$ cat config.mk
export PLATFORM = sky130hd
export DESIGN_NAME = mux_rr_stream
export DESIGN_NICKNAME = d
export VERILOG_FILES = /design/src/rtl/mux_pkg.sv /design/src/rtl/rr_arbiter.sv /design/src/rtl/mux_rr_stream.sv
export SDC_FILE = /design/constraint.sdc
export NUM_CORES = 1
export LEC_CHECK = 0
export ABC_AREA = 1
export BUFFER_PORTS_ARGS = -buffer_cell sky130_fd_sc_hd__clkbuf_2
export CAP_MARGIN = 20
export CORE_MARGIN = 3
export CORE_UTILIZATION = 50
export DETAILED_ROUTE_END_ITERATION = 6
export GPL_TIMING_DRIVEN = 0
export PLACE_DENSITY = 0.95
export SETUP_SLACK_MARGIN = 0.5
export SLEW_MARGIN = 40
export SYNTH_ARGS = -nofsm -noshare
export SYNTH_HDL_FRONTEND = slang
export SYNTH_SLANG_ARGS = --single-unit
$ cat constraint.sdc
create_clock -name clk -period 4 [get_ports clk]
set_input_delay 0.8 -clock clk [delete_from_list [all_inputs] [get_ports clk]]
set_output_delay 0.8 -clock clk [all_outputs]
set_load 0.1 [all_outputs]
$ cat src/rtl/mux_pkg.sv
// Shared definitions for the round-robin stream multiplexer: limits, mode
// encodings and the pointer wrap helper.
package mux_pkg;

    localparam int MAX_N_IN = 16;

    localparam logic MODE_MANUAL = 1'b0;
    localparam logic MODE_RR     = 1'b1;

    // Wrap increment; 5 bits covers indices and counts up to MAX_N_IN.
    function automatic logic [4:0] rr_next(input logic [4:0] ptr, input logic [4:0] n);
        logic [4:0] nxt;
        nxt = (ptr >= (n - 5'd1)) ? 5'd0 : (ptr + 5'd1);
        return nxt;
    endfunction

endpackage

$ cat src/rtl/rr_arbiter.sv
// Combinational rotate-priority search: first requester at or after ptr,
// wrapping at N_IN-1.
module rr_arbiter
    import mux_pkg::*;
#(
    parameter int N_IN  = 4,
    parameter int SEL_W = $clog2(N_IN)
) (
    input  logic [N_IN-1:0]  req,
    input  logic [SEL_W-1:0] ptr,
    output logic             gnt_vld,
    output logic [SEL_W-1:0] gnt_idx
);

    int sum_s;
    int idx_s;

    // Scan farthest-to-nearest so the candidate closest to ptr wins last.
    always_comb begin
        gnt_vld = 1'b0;
        gnt_idx = '0;
        sum_s   = 0;
        idx_s   = 0;
        for (int k = N_IN - 1; k >= 0; k--) begin
            sum_s   = int'(ptr) + k;
            idx_s   = (sum_s >= N_IN) ? (sum_s - N_IN) : sum_s;
            gnt_vld = req[idx_s] ? 1'b1 : gnt_vld;
            gnt_idx = req[idx_s] ? SEL_W'(idx_s) : gnt_idx;
        end
    end

endmodule

$ cat src/rtl/mux_rr_stream.sv
// N-channel valid/ready stream multiplexer with a registered output stage,
// selectable between manual channel select and round-robin arbitration.
module mux_rr_stream
    import mux_pkg::*;
#(
    parameter int N_IN   = 4,
    parameter int DATA_W = 8,
    parameter int SEL_W  = $clog2(N_IN)
) (
    input  logic                   clk,
    input  logic                   rst_n,
    input  logic [N_IN*DATA_W-1:0] in_data,
    input  logic [N_IN-1:0]        in_valid,
    output logic [N_IN-1:0]        in_ready,
    input  logic                   mode,
    input  logic [SEL_W-1:0]       sel,
    output logic [DATA_W-1:0]      out_data,
    output logic                   out_valid,
    input  logic                   out_ready,
    output logic [SEL_W-1:0]       out_chan
);

    logic [SEL_W-1:0]  ptr_r;
    logic [DATA_W-1:0] out_data_r;
    logic              out_valid_r;
    logic [SEL_W-1:0]  out_chan_r;

    logic              rr_vld_s;
    logic [SEL_W-1:0]  rr_idx_s;
    logic              gnt_vld_s;
    logic [SEL_W-1:0]  gnt_idx_s;
    logic              load_s;
    logic              xfer_s;
    logic              gnt_in_valid_s;
    logic [DATA_W-1:0] gnt_data_s;
    logic [N_IN-1:0]   in_ready_s;

    rr_arbiter #(
        .N_IN  (N_IN),
        .SEL_W (SEL_W)
    ) u_arb (
        .req     (in_valid),
        .ptr     (ptr_r),
        .gnt_vld (rr_vld_s),
        .gnt_idx (rr_idx_s)
    );

    // Grant selection, load/transfer decode and per-channel ready.
    always_comb begin
        gnt_vld_s      = 1'b0;
        gnt_idx_s      = '0;
        gnt_in_valid_s = 1'b0;
        gnt_data_s     = '0;
        in_ready_s     = '0;
        if (mode == MODE_RR) begin
            gnt_vld_s = rr_vld_s;
            gnt_idx_s = rr_idx_s;
        end else begin
            gnt_vld_s = (int'(sel) < N_IN);
            gnt_idx_s = sel;
        end
        // Reset forces load low so no producer sees ready during reset.
        load_s = rst_n & (~out_valid_r | out_ready);
        // Explicit compare loop keeps out-of-range indices from reaching a bit select.
        for (int i = 0; i < N_IN; i++) begin
            gnt_in_valid_s = (gnt_idx_s == SEL_W'(i)) ? in_valid[i] : gnt_in_valid_s;
            gnt_data_s     = (gnt_idx_s == SEL_W'(i)) ? in_data[i*DATA_W +: DATA_W] : gnt_data_s;
            in_ready_s[i]  = load_s & gnt_vld_s & (gnt_idx_s == SEL_W'(i));
        end
        xfer_s = load_s & gnt_vld_s & gnt_in_valid_s;
    end

    // Output register: capture on transfer, drain on idle load, hold otherwise.
    always_ff @(posedge clk) begin
        if (!rst_n) begin
            out_data_r  <= '0;
            out_valid_r <= 1'b0;
            out_chan_r  <= '0;
        end else if (load_s) begin
            if (xfer_s) begin
                out_data_r  <= gnt_data_s;
                out_valid_r <= 1'b1;
                out_chan_r  <= gnt_idx_s;
            end else begin
                out_valid_r <= 1'b0;
            end
        end else begin
            out_valid_r <= out_valid_r;
        end
    end

    // Round-robin pointer advances past the channel just served.
    always_ff @(posedge clk) begin
        if (!rst_n) begin
            ptr_r <= '0;
        end else if (xfer_s && (mode == MODE_RR)) begin
            ptr_r <= SEL_W'(rr_next(5'(gnt_idx_s), 5'(N_IN)));
        end else begin
            ptr_r <= ptr_r;
        end
    end

    assign in_ready  = in_ready_s;
    assign out_data  = out_data_r;
    assign out_valid = out_valid_r;
    assign out_chan  = out_chan_r;

endmodule

-- Word level (Yosys, flattened, before mapping)
Index checks and enable logic that the tools add are counted.
- logic and storage cells: 72
- output and inout port bits: 15
- flip-flop bits (word level): 13
- input bits: 42
- eq/ne operators: 3
- bitwise operators: 9
- $lt $le $gt $ge: 9
- reductions and logical operators: 3
- multiplexer cells: 36
- add/sub/neg operators: 8
- operators by type and width (cell ; count):
    < comparator 32 x 4 -> 1 bit, second input constant ; 4
    2-to-1 mux 32 bit ; 4
    >= comparator 32 x 4 -> 1 bit, second input constant ; 3
    subtractor 32 x 4 -> 32 bit, second input constant ; 3
    2-to-1 mux 8 bit ; 4
    2-to-1 mux 1 bit ; 18
    2-to-1 mux 2 bit ; 6
    binary-select mux 1 bit (select 2 bit) ; 4
    bitwise AND 1 bit ; 7
    adder 2 x 2 -> 3 bit, second input constant ; 2
    == test 2 bit, second input constant ; 2
    subtractor 2 x 3 -> 4 bit, second input constant ; 1
    adder 2 x 1 -> 3 bit, second input constant ; 1
    >= comparator 2 x 3 -> 1 bit, second input constant ; 1
    adder 2 x 1 -> 2 bit, second input constant ; 1
    == test 2 x 1 -> 1 bit, second input constant ; 1
    >= comparator 2 bit, second input constant ; 1
    logical NOT 2 bit ; 1
    AND reduction 2 bit ; 1
    logical AND 1 bit ; 1
    NOT 1 bit ; 1
    bitwise OR 1 bit ; 1

-- Longest topological paths before layout
- depth in word-level cells: 18
- mapped depth: 24
- gate-level depth less buffers: 22

-- Cells and area by module
Synthesis repeated with hierarchy kept, for this count alone.
- cells, all modules: 190
- area, all modules: 1157.4 sq um
- by module, submodules not included (module ; times used ; area each (sq um) ; seq. area each (sq um) ; cells an instance):
    mux_rr_stream ; 1 ; 944.7 ; 260.2 ; 144
    rr_arbiter ; 1 ; 212.7 ; 0.0 ; 46

-- Least setup slack after synthesis
No wires, ideal clock.
- path kind: input-to-output
- from: input port in_valid[0]
- to: output port in_ready[3]
- data arrival time: 3.225 ns
- path slack: -0.025 ns
- stages on the path: 15
- path buffers: 1
- cell sequence: nand2_1 nand2_4 nand2_4 nand2_4 nand2_1 nand3_1 nand2_1 inv_1 nand2_1 nand2_1 inv_1 ha_1 clkbuf_1 inv_1 nor2_1
- word-level cells in the longest chain between the ends: 10
- elaborated cells on any way between the ends: 25
- those cells by class: eq/ne: 1; mux: 22; bitwise: 2
- RTL lines (item ; RTL line ; RTL):
    from (decl) ; mux_rr_stream.sv:13 ; input logic [N_IN-1:0] in_valid,
    binary-select mux 1 bit (select 2 bit) ; rr_arbiter.sv:28 ; gnt_idx = req[idx_s] ? SEL_W'(idx_s) : gnt_idx;
    2-to-1 mux 1 bit (not written as such) (2 in series) ; rr_arbiter.sv:28 ;
    2-to-1 mux 2 bit (3 in series) ; rr_arbiter.sv:28 ;
    2-to-1 mux 2 bit * ; rr_arbiter.sv:28 ;
    2-to-1 mux 2 bit * ; mux_rr_stream.sv:55 ; if (mode == MODE_RR) begin
    via gnt_idx_s[0] ; mux_rr_stream.sv:31 ; logic [SEL_W-1:0] gnt_idx_s;
    == test 2 bit * ; mux_rr_stream.sv:68 ; in_ready_s[i] = load_s & gnt_vld_s & (gnt_idx_s == SEL_W'(i));
    bitwise AND 1 bit * ; mux_rr_stream.sv:68 ;
    to (decl) ; mux_rr_stream.sv:14 ; output logic [N_IN-1:0] in_ready,
Mark *: on every way through the listed nets, which the timed path passes. The rest lies on a longest branch. The select of a mux whose other input is x is not followed.

-- Worst setup path after layout
- from: input port in_valid[2]
- to: output port in_ready[3]
The elaborated chain is that of the path after synthesis.

==> run_results.csv <==
group,metric,value,unit
final_layout,syn_to_final_growth,34.1,%
global_routing,grt_pass1_wl,5.14,mm
route,vias,1426,
floorplanning,start_util,0.563,
logic_synthesis,synthFlopType,"dfxtp_1",
logic_synthesis,synth_top_area_share,0.220,
final_layout,n_fill_cell,166,
logic_synthesis,synth.area.mux_share,0,
power_and_ir_drop,power.switching,344,uW
route,firstDrtPassIters,4,
logic_synthesis,syn_area,1180,um^2
global_routing,grt_most_used_layer,"met2",
placement,routabilityCongestion,0.785,
global_routing,track_usage,0.234,
power_and_ir_drop,p_clk_frac,0.127,
global_routing,grt_max_degree,11,
worst_setup_path,cp-end-kind,"primary output",
sta,report.final.setup_viol,0,
global_routing,grt_use_met1,0.276,
sta,period_share,0.844,
global_routing,grt_pass1_vias,1266,
logic_synthesis,synth_edf_count,0,
cts,cts_sinks,13,
worst_hold_path,worst_hold_path_type,"flop to flop",
run_status,outcome,"finished, final reports clean",
worst_setup_path,critical_path_arrival,2.58,ns
placement,portBuffers,56,
final_layout,nNetsFinal,300,
sta,slew_headroom,0.638,
route,drt_iter0_markers,34,
power_and_ir_drop,power_frac_seq,0.241,
logic_synthesis,synth_nets,238,
worst_setup_path,required,3.20,ns
cts,ctsLongestPathBuffers,2,
floorplanning,die_height,54.7,um
sta,fin_skew,0.00512,ns
cts,hold_buffers,0,
flow_run,cap_violations,0,
worst_setup_path,crit_fanout,9,
cts,root_buffer,"clkbuf_4",
route,route.detailed.drc,0,
route,wl_per_cell,11.6,um
worst_setup_path,regToRegStartpoint,"ptr_r[1]$_SDFFE_PN0P_",
power_and_ir_drop,p_leak,0.839,nW
worst_setup_path,crit_end,"in_ready[3]",
logic_synthesis,synth_compound_area_frac,0.174,
power_and_ir_drop,peakVddDrop,0.369,mV
logic_synthesis,syn_inst,192,
worst_setup_path,r2r_cells,21,
floorplanning,pin_count,57,
sta,max_freq,296,MHz
floorplanning,rows,16,
logic_synthesis,synth_common_cells,"nand2_1 (67), a21oi_1 (22), nand2_2 (18)",
worst_setup_path,startpoint,"in_valid[2]",
sta,finalSetupTns,0,ns
logic_synthesis,synth_cell_types,25,
route,ant_nets,0,
logic_synthesis,synthSimpleGateAreaFrac,0.464,
power_and_ir_drop,powerDensity,406,nW/um^2
final_layout,final_util,0.755,
final_layout,multiInputGateArea,826,um^2
logic_synthesis,avgSynthCellArea,6.16,um^2
cts,htreeDepth,1,
global_routing,globalRouteOverflowTotal,0,
cts,numCtsBuffers,3,
logic_synthesis,synthTopCellsByArea,"dfxtp_1 (22%), nand2_1 (21%), nand2_2 (9.5%)",
cts,path_clk_slew,0.08,ns
global_routing,antenna_found_initial,0,
worst_setup_path,critical_path_class,"input port to primary output",
logic_synthesis,synth.ff_latch_count,13,
floorplanning,die_w,54.7,um
sta,maxSlewViolCount,0,
cts,cts_tree,"done",
logic_synthesis,synthAdderAreaFrac,0.0423,
power_and_ir_drop,p_int,300,uW
sta,rsz0062_at_grt,"yes",
sta,hold_viol,0,
worst_setup_path,regToRegEndpoint,"out_data[5]$_SDFFE_PN0P_",
logic_synthesis,seq_area_frac_synth,0.220,
logic_synthesis,synth_top_family_by_area,"simple AND/OR/NAND/NOR gates",
floorplanning,dieArea,2990,um^2
logic_synthesis,synth_xor_area_frac,0,
power_and_ir_drop,design_power_total,644,uW
global_routing,gr-usage-met2,0.411,
placement,dp_hpwl,2.56,mm
cts,clock_latency,0.28,ns
route,routed_wirelength,3.26,mm
worst_setup_path,rrSetupSlack,1.12,ns
final_layout,n_antenna_cell,0,
power_and_ir_drop,switching_share,0.534,
floorplanning,core,2100,um^2
logic_synthesis,ys_warn_count,0,
global_routing,use_met3,0.0736,
power_and_ir_drop,pwr-share-comb,0.632,
logic_synthesis,synth_top_area_cell,"dfxtp_1",
final_layout,seq_area,260,um^2
sta,period_needed,3.38,ns
sta,tightest_slew,0.546,ns
worst_setup_path,startpoint_type,"input port",
logic_synthesis,synthArstFlopShare,0,
final_layout,layout-drive-gt1-share,0.415,
logic_synthesis,yosysMostFrequentCell,"nand2_1",
route,vias_per_cell,5.09,
logic make-up (layout without fill, tap and decap cells):
group	Yosys count	count (layout)
and+or+nand+nor	112	112
AOI/OAI and AO/OA	40	40
buffers and inverters	23	84
DFF	13	13
adders and majority gates	4	4
worst min path at each step:
stage | start | to | slack, ns | depth (start not counted)
after floorplan | ptr_r[1]$_SDFFE_PN0P_ | ptr_r[1]$_SDFFE_PN0P_ | 0.60 | 4
after global placement | out_data[5]$_SDFFE_PN0P_ | out_data[5]$_SDFFE_PN0P_ | 0.46 | 2
after detailed placement | out_data[5]$_SDFFE_PN0P_ | out_data[5]$_SDFFE_PN0P_ | 0.46 | 2
after CTS | out_data[5]$_SDFFE_PN0P_ | out_data[5]$_SDFFE_PN0P_ | 0.47 | 2
after global routing | out_data[7]$_SDFFE_PN0P_ | out_data[7]$_SDFFE_PN0P_ | 0.49 | 2
final | out_data[7]$_SDFFE_PN0P_ | out_data[7]$_SDFFE_PN0P_ | 0.47 | 2
cell usage in the layout, fill, tap and decap left out, types with 5 or more instances in the layout:
cell and instances:
nand2_1 67, clkbuf_2 53, a21oi_1 22, nand2_2 18
o21ai_0 16, dfxtp_1 13, inv_1 12, nand2_4 5
nand3_1 5, nor2_1 5, nor2_2 5
flip-flops by register name, indices dropped and copies added (netlist names):
register   cells
out_data       8
out_chan       2
ptr_r          2
out_valid      1
power groups by stage:
stage,registers [mW],logic [mW],clock network [mW]
CTS,0.155,0.394,0.0824
finish,0.155,0.407,0.0818
floorplan,0.249,0.224,0
global route,0.157,0.442,0.0924
detailed placement,0.158,0.391,0
global placement,0.158,0.383,0
timing repair:
item | CTS | global route
resized for setup | 3 | 14
buffers inserted | 0 | 1
pin swaps | 0 | 1
endpoints found under the setup margin | 3 | 4
metrics by stage:
| step | instances | area, um^2 | hold WS [ns] | setup slack, ns |
|---|---|---|---|---|
| floorplan | 192 | 1200 | 0.604 | 0.424 |
| global placement | 275 | 1510 | 0.457 | 0.386 |
| detailed placement | 275 | 1510 | 0.462 | 0.285 |
| CTS | 279 | 1550 | 0.474 | 0.413 |
| global route | 280 | 1590 | 0.494 | 0.444 |
| finish | 280 | 1590 | 0.468 | 0.622 |
per-layer routing:
layer | up-vias | wire, um | share of wire
li1 | 732 | - | -
met1 | 628 | 1310 | 0.40
met2 | 62 | 1660 | 0.51
met3 | 4 | 259 | 0.080
met4 | 0 | 21 | 0.0064
met5 | - | 0 | 0
layout make-up:
| class | instances | share of cell area |
|---|---|---|
| multi-input combinational | 156 | 0.520 |
| timing repair buffer | 57 | 0.201 |
| sequential | 13 | 0.164 |
| inverter | 17 | 0.0418 |
| buffer | 6 | 0.0347 |
| tap | 27 | 0.0213 |
| clock buffer | 3 | 0.0142 |
| clock inverter | 1 | 0.00315 |
critical path, stage by stage:
cell	delay, ns
clkbuf_2	0.11
nand2_1	0.08
nand2_2	0.07
nand2_2	0.10
nand2_4	0.06
nand2_1	0.07
nand3_1	0.06
nand2_1	0.06
inv_1	0.05
nand2_1	0.05
nand2_1	0.12
inv_1	0.13
ha_1	0.18
buf_2	0.20
inv_1	0.08
nor2_2	0.16
buf_12	0.19
(Power assumes the default switching activity.)
